### src/rtl/apb_event_responder.sv
// APB completer terminating event-notification writes for windows A/B/C with
// per-window saturating counters and last-data registers. Optional error response: APB_EVENT_RESPONDER_SLVERR_EN.
module apb_event_responder #(
    parameter int WAIT_CYCLES = 0,
    parameter int COUNT_W     = 8
) (
    input  logic        clk,
    input  logic        reset,
    input  logic        apb_psel_i,
    input  logic        apb_penable_i,
    input  logic [31:0] apb_paddr_i,
    input  logic        apb_pwrite_i,
    input  logic [31:0] apb_pwdata_i,
    output logic        apb_pready_o,
    output logic [31:0] apb_prdata_o,
    output logic        apb_pslverr_o,
    output logic        event_a_o,
    output logic        event_b_o,
    output logic        event_c_o
);

    typedef enum logic [1:0] {
        IDLE,
        ACCESS,
        DONE
    } state_t;

    localparam logic [3:0]         WAIT_LOAD = 4'(WAIT_CYCLES);
    localparam logic [COUNT_W-1:0] CNT_MAX   = '1;
    localparam logic [COUNT_W-1:0] CNT_ONE   = COUNT_W'(1);

    state_t             state;
    state_t             state_next;
    logic               capture;
    logic               count_down;
    logic               complete;

    logic [31:0]        addr_q;
    logic               write_q;
    logic [31:0]        wdata_q;
    logic [3:0]         wait_cnt;

    logic [COUNT_W-1:0] cnt [3];
    logic [31:0]        last [3];

    logic               pready_q;
    logic [31:0]        prdata_q;
    logic [2:0]         event_q;

    logic [2:0]         sel;
    logic               is_evt;
    logic               is_cnt;
    logic               is_last;
    logic [31:0]        rd_data;

    always_ff @(posedge clk) begin
        if (!reset) begin
            state <= IDLE;
        end else begin
            state <= state_next;
        end
    end

    always_comb begin
        state_next = state;
        capture    = 1'b0;
        count_down = 1'b0;
        complete   = 1'b0;
        case (state)
            IDLE: begin
                if (apb_psel_i && !apb_penable_i) begin
                    capture    = 1'b1;
                    state_next = ACCESS;
                end
            end
            ACCESS: begin
                if (!apb_psel_i) begin
                    state_next = IDLE;
                end else if (wait_cnt != 4'd0) begin
                    count_down = 1'b1;
                end else if (apb_penable_i) begin
                    complete   = 1'b1;
                    state_next = DONE;
                end
            end
            DONE: begin
                state_next = IDLE;
            end
            default: begin
                state_next = IDLE;
            end
        endcase
    end

    // Decode always works on the address captured in the setup phase.
    always_comb begin
        sel[0]  = (addr_q[31:16] == 16'hABBA);
        sel[1]  = (addr_q[31:16] == 16'hBAFF);
        sel[2]  = (addr_q[31:16] == 16'hCAFE);
        is_evt  = (addr_q[15:0] == 16'h0000);
        is_cnt  = (addr_q[15:0] == 16'h0004);
        is_last = (addr_q[15:0] == 16'h0008);
        rd_data = '0;
        for (int i = 0; i < 3; i++) begin
            if (sel[i] && is_cnt) begin
                rd_data = 32'(cnt[i]);
            end else if (sel[i] && is_last) begin
                rd_data = last[i];
            end
        end
    end

    always_ff @(posedge clk) begin
        if (!reset) begin
            addr_q   <= '0;
            write_q  <= 1'b0;
            wdata_q  <= '0;
            wait_cnt <= '0;
            pready_q <= 1'b0;
            prdata_q <= '0;
            event_q  <= '0;
            for (int i = 0; i < 3; i++) begin
                cnt[i]  <= '0;
                last[i] <= '0;
            end
        end else begin
            pready_q <= complete;
            event_q  <= '0;
            if (capture) begin
                addr_q   <= apb_paddr_i;
                write_q  <= apb_pwrite_i;
                wdata_q  <= apb_pwdata_i;
                wait_cnt <= WAIT_LOAD;
            end
            if (count_down) begin
                wait_cnt <= wait_cnt - 4'd1;
            end
            if (complete) begin
                if (!write_q) begin
                    prdata_q <= rd_data;
                end
                // Side effects land with pready, so they are visible in DONE.
                for (int i = 0; i < 3; i++) begin
                    if (sel[i] && write_q && is_evt) begin
                        if (cnt[i] != CNT_MAX) begin
                            cnt[i] <= cnt[i] + CNT_ONE;
                        end
                        last[i]    <= wdata_q;
                        event_q[i] <= 1'b1;
                    end else if (sel[i] && write_q && is_cnt) begin
                        cnt[i] <= '0;
                    end
                end
            end
        end
    end

`ifdef APB_EVENT_RESPONDER_SLVERR_EN
    logic err;
    logic pslverr_q;

    assign err = !(|sel) || !(is_evt || is_cnt || is_last)
               || (is_evt && !write_q) || (is_last && write_q);

    always_ff @(posedge clk) begin
        if (!reset) begin
            pslverr_q <= 1'b0;
        end else begin
            pslverr_q <= complete && err;
        end
    end

    assign apb_pslverr_o = pslverr_q;
`else
    assign apb_pslverr_o = 1'b0;
`endif

    assign apb_pready_o = pready_q;
    assign apb_prdata_o = prdata_q;
    assign event_a_o    = event_q[0];
    assign event_b_o    = event_q[1];
    assign event_c_o    = event_q[2];

endmodule

### config.mk
export PLATFORM = sky130hd
export DESIGN_NAME = apb_event_responder
export DESIGN_NICKNAME = d
export VERILOG_FILES = /design/src/rtl/apb_event_responder.sv
export SDC_FILE = /design/constraint.sdc
export NUM_CORES = 1
export LEC_CHECK = 0
export CORE_ASPECT_RATIO = 1.75
export CORE_UTILIZATION = 44
export DETAILED_ROUTE_END_ITERATION = 6
export HOLD_SLACK_MARGIN = 0.08
export PLACE_DENSITY_LB_ADDON = 0.1
export SYNTH_ARGS = -nofsm -noshare
export SYNTH_HDL_FRONTEND = slang
export SYNTH_SLANG_ARGS = --single-unit
### constraint.sdc
create_clock -name clk -period 6.4 [get_ports clk]
set_input_delay 0.96 -clock clk [delete_from_list [all_inputs] [get_ports clk]]
set_output_delay 0.96 -clock clk [all_outputs]
set_load 0.03 [all_outputs]
After elaboration in Yosys (flattened, before gate mapping)
Memory sizes are Yosys's and may differ from the RTL's.
Index checks and enable logic that the tools add are counted.
{"block": "op_classes", "add_sub_neg": 4, "n_mux": 74, "reduce_logical": 24, "eq_ne": 12, "shift": 0, "bitwise": 10, "n_div": 0, "magnitude_cmp": 0, "multipliers": 0}
{"cell": "2-to-1 mux 32 bit", "count": 9}
{"cell": "2-to-1 mux 1 bit", "count": 52}
{"cell": "== test 16 bit (second input constant)", "count": 3}
{"cell": "2-to-1 mux 8 bit", "count": 6}
{"cell": "adder 8 x 1 -> 8 bit (second input constant)", "count": 3}
{"cell": "!= test 8 bit (second input constant)", "count": 3}
{"cell": "== test 16 x 3 -> 1 bit (second input constant)", "count": 1}
{"cell": "== test 16 x 4 -> 1 bit (second input constant)", "count": 1}
{"cell": "logical AND 1 bit", "count": 16}
{"cell": "zero test 16 bit", "count": 1}
{"cell": "OR 1 bit", "count": 9}
{"cell": "2-to-1 mux 2 bit", "count": 4}
{"cell": "2-to-1 mux 4 bit", "count": 2}
{"cell": "!= test 3 bit (second input constant)", "count": 2}
{"cell": "one-hot mux 2 bit (2 select lines)", "count": 1}
{"cell": "AND reduction 2 bit", "count": 2}
{"cell": "nonzero test 4 bit", "count": 1}
{"cell": "subtractor 4 x 1 -> 4 bit (second input constant)", "count": 1}
{"cell": "AND reduction 3 bit", "count": 1}
{"cell": "== test 2 x 1 -> 1 bit (second input constant)", "count": 1}
{"cell": "zero test 2 bit", "count": 1}
{"cell": "!= test 2 bit (second input constant)", "count": 1}
{"cell": "nonzero test 2 bit", "count": 1}
{"cell": "zero test 1 bit", "count": 1}
{"cell": "NOT 1 bit", "count": 1}
{"block": "totals", "latchBits": 0, "rom_bits": 0, "inputBits": 69, "mem_count": 2, "out_inout_bits": 37, "reg_bits": 107, "ram_bits": 120, "word_cells": 134}
{"name": "last", "words": 3, "word_bits": 32, "read_ports": 3, "rd_clocked_by_memory_dff": 0, "wr": 3, "line": "44", "text": "logic [31:0] last [3];"}
{"name": "cnt", "words": 3, "word_bits": 8, "read_ports": 3, "rd_clocked_by_memory_dff": 0, "wr": 3, "line": "43", "text": "logic [COUNT_W-1:0] cnt [3];"}

Longest topological paths before layout
Gate-level depths: netlist of run 1.
{"block": "depth", "depth_word": 9, "ltp_mapped": 10, "ltp_nobuf": 8}

Worst setup path after synthesis of run 1
Ideal clock, no wire load.
{"block": "synth_timing", "kind": "input port to flip-flop", "from": "input apb_penable_i", "to": "memory last[0][0], enable pin", "n_path_buf": 0, "path_slack_ps": 2122, "t_arrival_ps": 3813, "setup_ps": 466, "cell_stages": 4, "t_required_ps": 5934, "path_cell_list": "nand4b_2 nor2_8 nand4_4 o21ai_0"}
{"element": "start, declared", "line": "10", "text": "input logic apb_penable_i,"}
{"element": "end, declared", "line": "44"}

==> impl_metrics.tcl, run 1 <==
set metrics [dict create \
    total_power_mw 3.19 \
    finalWorstSetupSlack_ps 2740 \
    dpl.hpwl_microns 14500 \
    synthMuxAreaShare 0 \
    drc 0 \
    antenna_found_initial 0 \
    synthFlopType "dfxtp_1" \
    pre_cts_slack_ps 2250 \
    use_met2 0.412 \
    core_area_sq_um 20300 \
    synthDistinctLibCells 63 \
    syn_inst 852 \
    grt_pass1_vias 6798 \
    area_delta_synth_final_pct 22.1 \
    cp_common_cell "buf_4" \
    powerDensity_nw_per_um2 287 \
    hold_path.class "flip-flop to flip-flop" \
    num_rows 69 \
    clock.fmax_ghz 0.273 \
    ys.warnings.count 0 \
    use_met3 0.0245 \
    clkSlewWorstSetupHoldPaths_ps 60 \
    cp_slowest_stage_delay_ps 1060 \
    crit_chain "clkdlybuf4s50_1 > inv_2 > buf_4 > nor3_2 > nand3_2 > o41ai_1 > buf_4" \
    drive_gt1_frac 0.0812 \
    wl_microns 22200 \
    io_pins 106 \
    start_util 0.449 \
    dpl_cell_area_sq_um 10300 \
    cts_made_buffers 21 \
    die_w_microns 111 \
    tritoncts "built" \
    die_area_sq_um 21300 \
    root_buffer "clkbuf_16" \
    vias_per_cell 5.56 \
    maxCapViolations 0 \
    rsz0062_at_grt "false" \
    fill_cells 1725 \
    irDropWorstVdd_mv 0.248 \
    drt_pre_antenna_iters 7 \
    synth_xor_xnor_area_share 0.0163 \
    outcome "finished clean" \
    grt_usage 0.209 \
    nNetsFinal 1008 \
    ys_ff_latch 227 \
    clk_path_buf_depth 3 \
    synthAdderAreaFrac 0.00687 \
    synthesis.area_sq_um 9110 \
    maxSlewHeadroom 0.144 \
    yosysSeqAreaShare 0.622 \
    period_share 0.572 \
    worstPathArrival_ps 3860 \
    synth_top_area_share 0.369 \
    n_antenna_cell 0 \
    synth_nets 926 \
    finalHoldViolCount 0 \
    die_h_microns 192 \
    clkLatencyLatePin_ps 490 \
    num_vias 6654 \
    gr-usage-met1 0.223 \
    wire_per_inst_microns 18.6 \
    syn-mean-instance-area_sq_um 10.7 \
    grt_max_degree 69 \
    design_area_sq_um 11100 \
    end_kind "flip-flop" \
    h-tree-depth 1 \
    worst_slew_pin_slew_ps 1280 \
    synth.largest_area_cell "edfxtp_1" \
    portBuffers 104 \
    synth_compound_gate_area_share 0.140 \
    slew_viol_final 0 \
    grt_pass1_wl_microns 34900 \
    synthTopCellsByArea "edfxtp_1 (37%), dfxtp_1 (25%), nand2_1 (7.0%), a21oi_1 (5.4%), a222oi_1 (2.6%)" \
    grt-busiest-layer "met2" \
    gp_congestion 0.904 \
    critPathSlowestCell "clkdlybuf4s50_1" \
    leakagePower_nw 3.76 \
    critPathMaxFanout 68 \
    postCtsHoldBufs 0 \
    regArea_sq_um 5670 \
    cts_resized 0 \
    cts.sinks 227 \
    setup_viol 0 \
    drtAntennaViolNets 0 \
    critPathLaunchType "input pin" \
    yosys.area_share.simple 0.183 \
    async_flop_share 0 \
    min_period_ps 3660 \
    worstPathRequired_ps 6600 \
    synth-edff-count 112 \
    skew_ps 8.24 \
    overflow 0 \
    whs_ps 447 \
    multi_input_area_sq_um 3200 \
    timing.setup.tns_ps 0 \
    synth_top_family_by_area "simple AND/OR/NAND/NOR gates" \
    post_cts_buffers 0 \
    crit_type "input pin to flip-flop" \
    drtIter0Drc 424 \
]
-- worst paths after layout --
check	start	end	slack [ps]	cells after the start
setup reg to reg	addr_q[1]	last[0][16]	3390	6
setup / recovery	reset	cnt[1][1]	2740	7
hold reg to reg	apb_prdata_o[17]	apb_prdata_o[17]	450	2
hold / removal	apb_prdata_o[17]	apb_prdata_o[17]	450	2
-- flip-flops by register name, indices dropped and copies added, names as in the netlist --
register      flops
last             96
addr_q           32
apb_prdata_o     32
wdata_q          32
cnt              24
wait_cnt          4
event_q           3
state             2
apb_pready_o      1
write_q           1
-- metal layers --
layer	share of wire	wire length, microns	up-vias
met4	0.034	758	0
met1	0.38	8360	3203
met5	0	0	-
li1	-	-	3216
met2	0.55	12200	181
met3	0.041	918	54
-- critical path: cells and delay by family --
kind	cells	cell delay, ps
simple gates	2	560
buf+inv	4	1910
compound gates	1	390
-- cells in the mapped netlist (all sizes together), types with 9 or more instances --
library cell,n
or3,10
nor2,38
nor3,9
a222oi,24
buf,19
nor4,10
nand2,172
a21oi,99
and2,36
nand3,20
edfxtp,112
clkbuf,36
dfxtp,115
and3,11
o21ai,46
xor2,11
-- power breakdown --
part / leakage (nW) / switching, mW / total [mW] / internal (mW)
Sequential: 2.09 / 0.0249 / 1.59 / 1.56
Clock: 0.392 / 0.532 / 1.44 / 0.908
Combinational: 1.28 / 0.0912 / 0.157 / 0.0659
Total: 3.76 / 0.648 / 3.19 / 2.54
-- layout make-up --
type	instances	area share
inverter	7	0.00236
tap	248	0.0279
sequential	227	0.510
clock inverter	12	0.0214
clock buffer	25	0.0504
timing repair buffer	114	0.100
multi-input combinational	563	0.288
-- logic make-up (layout without fill, tap and decap cells) --
| family | after synthesis | in the layout |
|---|---|---|
| flip-flops | 227 | 227 |
| AND/OR/NAND/NOR | 335 | 335 |
| adder cells (fa/ha/maj) | 5 | 5 |
| AO/OA/AOI/OAI | 205 | 205 |
| buffers and inverters | 62 | 158 |
| XOR/XNOR | 17 | 17 |
| other | 1 | 1 |
-- cell usage in the layout (no fill, tap or decap), drive strengths merged, types with 20 or more instances in the layout --
master,instances
nand3,20
nand2,172
o21ai,46
dfxtp,115
a21oi,99
edfxtp,112
clkbuf,25
and2,36
clkdlybuf4s50,104
nor2,38
a222oi,24
-- through the flow --
stage,instances,utilization
final,1196,0.548
after global routing,1196,0.548
after CTS,1196,0.548
after detailed placement,1159,0.509
after global placement,1159,0.509
after floorplan,852,-
Power figures use the tool's default switching activity.
==> run 2: changes to the inputs <==
clock period = 3.07 ns   (was 6.4 ns; I/O delays follow)
==> run 2 against run 1 <==
Design area grew 0.78%. Global-route usage shrank 0.075 points. Register-to-register slack worse by 2900 ps. Critical path depth is 2 higher. Sequential cell count unchanged.
==> impl_metrics.tcl, run 2 (synthesized netlist as in run 1, its figures left out) <==
set metrics [dict create \
    outcome "finished clean" \
    cp_slowest_stage_delay_ps 550 \
    cp_num_buf_inv 2 \
    die_w_microns 111 \
    finalHoldViolCount 0 \
    antenna_found_initial 0 \
    crit_chain "inv_1 > ha_1 > or3b_1 > nor2_8 > nand4_4 > or2_4 > a31oi_4 > buf_12 > and2_1" \
    root_buffer "clkbuf_16" \
    die_area_sq_um 21300 \
    clkSlewWorstSetupHoldPaths_ps 60 \
    slew_viol_final 0 \
    die_h_microns 192 \
    dpl.hpwl_microns 15100 \
    final_common_cell "nand2_1" \
    clk_path_buf_depth 3 \
    worst_slew_pin_slew_ps 1180 \
    clock.fmax_ghz 0.390 \
    grt_max_degree 68 \
    top_register "last" \
    clkLatencyLatePin_ps 500 \
    critPathLaunchType "flip-flop" \
    h-tree-depth 1 \
    portBuffers 104 \
    grt_pass1_wl_microns 35300 \
    start_util 0.449 \
    powerDensity_nw_per_um2 574 \
    wire_per_inst_microns 18.3 \
    num_vias 6737 \
    drc 0 \
    dpl_cell_area_sq_um 10500 \
    end_kind "flip-flop" \
    rsz0062_at_grt "false" \
    leakagePower_nw 3.80 \
    critPathMaxFanout 32 \
    post_cts_buffers 0 \
    drive_gt1_frac 0.0886 \
    vias_per_cell 5.58 \
    area_delta_synth_final_pct 23.0 \
    drtAntennaViolNets 0 \
    grt_pass1_vias 7050 \
    cts_resized 0 \
    crit_type "flip-flop to flip-flop" \
    worstPathRequired_ps 3420 \
    cp.depth 9 \
    drt_pre_antenna_iters 5 \
    layout_common_cells "nand2_1 (170), dfxtp_1 (115), edfxtp_1 (112)" \
    finalWorstSetupSlack_ps 508 \
    overflow 0 \
    wl_microns 22100 \
    drtIter0Drc 437 \
    min_period_ps 2560 \
    cts_made_buffers 22 \
    maxSlewHeadroom 0.215 \
    multi_input_area_sq_um 3200 \
    maxCapViolations 0 \
    nNetsFinal 1017 \
    gp_congestion 0.891 \
    setup_viol 0 \
    design_area_sq_um 11200 \
    irDropWorstVdd_mv 0.550 \
    worstPathArrival_ps 2910 \
    hold_path.class "flip-flop to flip-flop" \
    hold_depth 2 \
    cpLargestDelayFamily "simple AND/OR/NAND/NOR gates" \
    critPathSlowestCell "or3b_1" \
    io_pins 106 \
    grt_usage 0.208 \
    postCtsHoldBufs 0 \
    period_share 0.835 \
    n_antenna_cell 0 \
    largest_reg_flops 96 \
    core_area_sq_um 20300 \
    tritoncts "built" \
    regArea_sq_um 5670 \
    fill_cells 1777 \
    skew_ps 13.5 \
    num_rows 69 \
    cts.sinks 227 \
    reg2reg_depth 9 \
    pre_cts_slack_ps 317 \
]
-- run 2: cell count changes in the layout (fill, tap and decap cells not counted) --
cell        before  now
buf_12           0    6
clkinv_1         1    6
bufinv_16        7    3
buf_4           10   12
clkbuf_1         2    0
clkbuf_16       21   23
clkinvlp_4       0    2
clkbuf_8         2    1
clkinv_4         0    1
-- run 2: routing by layer --
layer  vias up  track usage  wire, microns
met5         -            0              0
met4         0       0.0872            690
met3        49       0.0251            871
met2       166        0.408          12100
met1      3276        0.224           8420
li1       3246            -              -
-- run 2: worst paths after layout --
kind	startpoint	to	slack (ps)
setup / recovery	wait_cnt[0]	last[0][91]	510
setup reg to reg	wait_cnt[0]	last[0][91]	510
hold / removal	apb_prdata_o[16]	apb_prdata_o[16]	450
hold reg to reg	apb_prdata_o[16]	apb_prdata_o[16]	450
-- run 2: power by group --
part	total [mW]	leakage (nW)	switching (mW)	internal (mW)
Sequential	3.31	2.09	0.0523	3.26
Combinational	0.345	1.34	0.194	0.151
Clock	2.77	0.363	1.13	1.64
Total	6.43	3.80	1.37	5.05
-- run 2: cell type report --
cell class,count,area share
Clock inverter,16,0.0143
Inverter,7,0.00235
Clock buffer,24,0.0526
Multi-Input combinational cell,563,0.286
Timing Repair Buffer,122,0.112
Tap cell,248,0.0277
Sequential cell,227,0.506
-- run 2: worst register-to-register path, stage by stage, from the launching register on --
cell     delay (ps)
dfxtp_1         340
inv_1            80
ha_1            150
or3b_1          550
nor2_8          190
nand4_4         190
or2_4           320
a31oi_4         180
buf_12          210
and2_1          200
-- run 2: metrics by stage --
step	setup TNS (ps)	util	total power, mW	instances	hold slack, ps
6_report	0	0.552	6.43	1207	446
3_5_place_dp	0	0.515	3.73	1167	440
3_3_place_gp	0	0.515	3.72	1167	439
5_1_grt	0	0.552	6.63	1207	466
4_1_cts	0	0.552	6.48	1207	449
2_1_floorplan	-8520	-	3.54	852	431
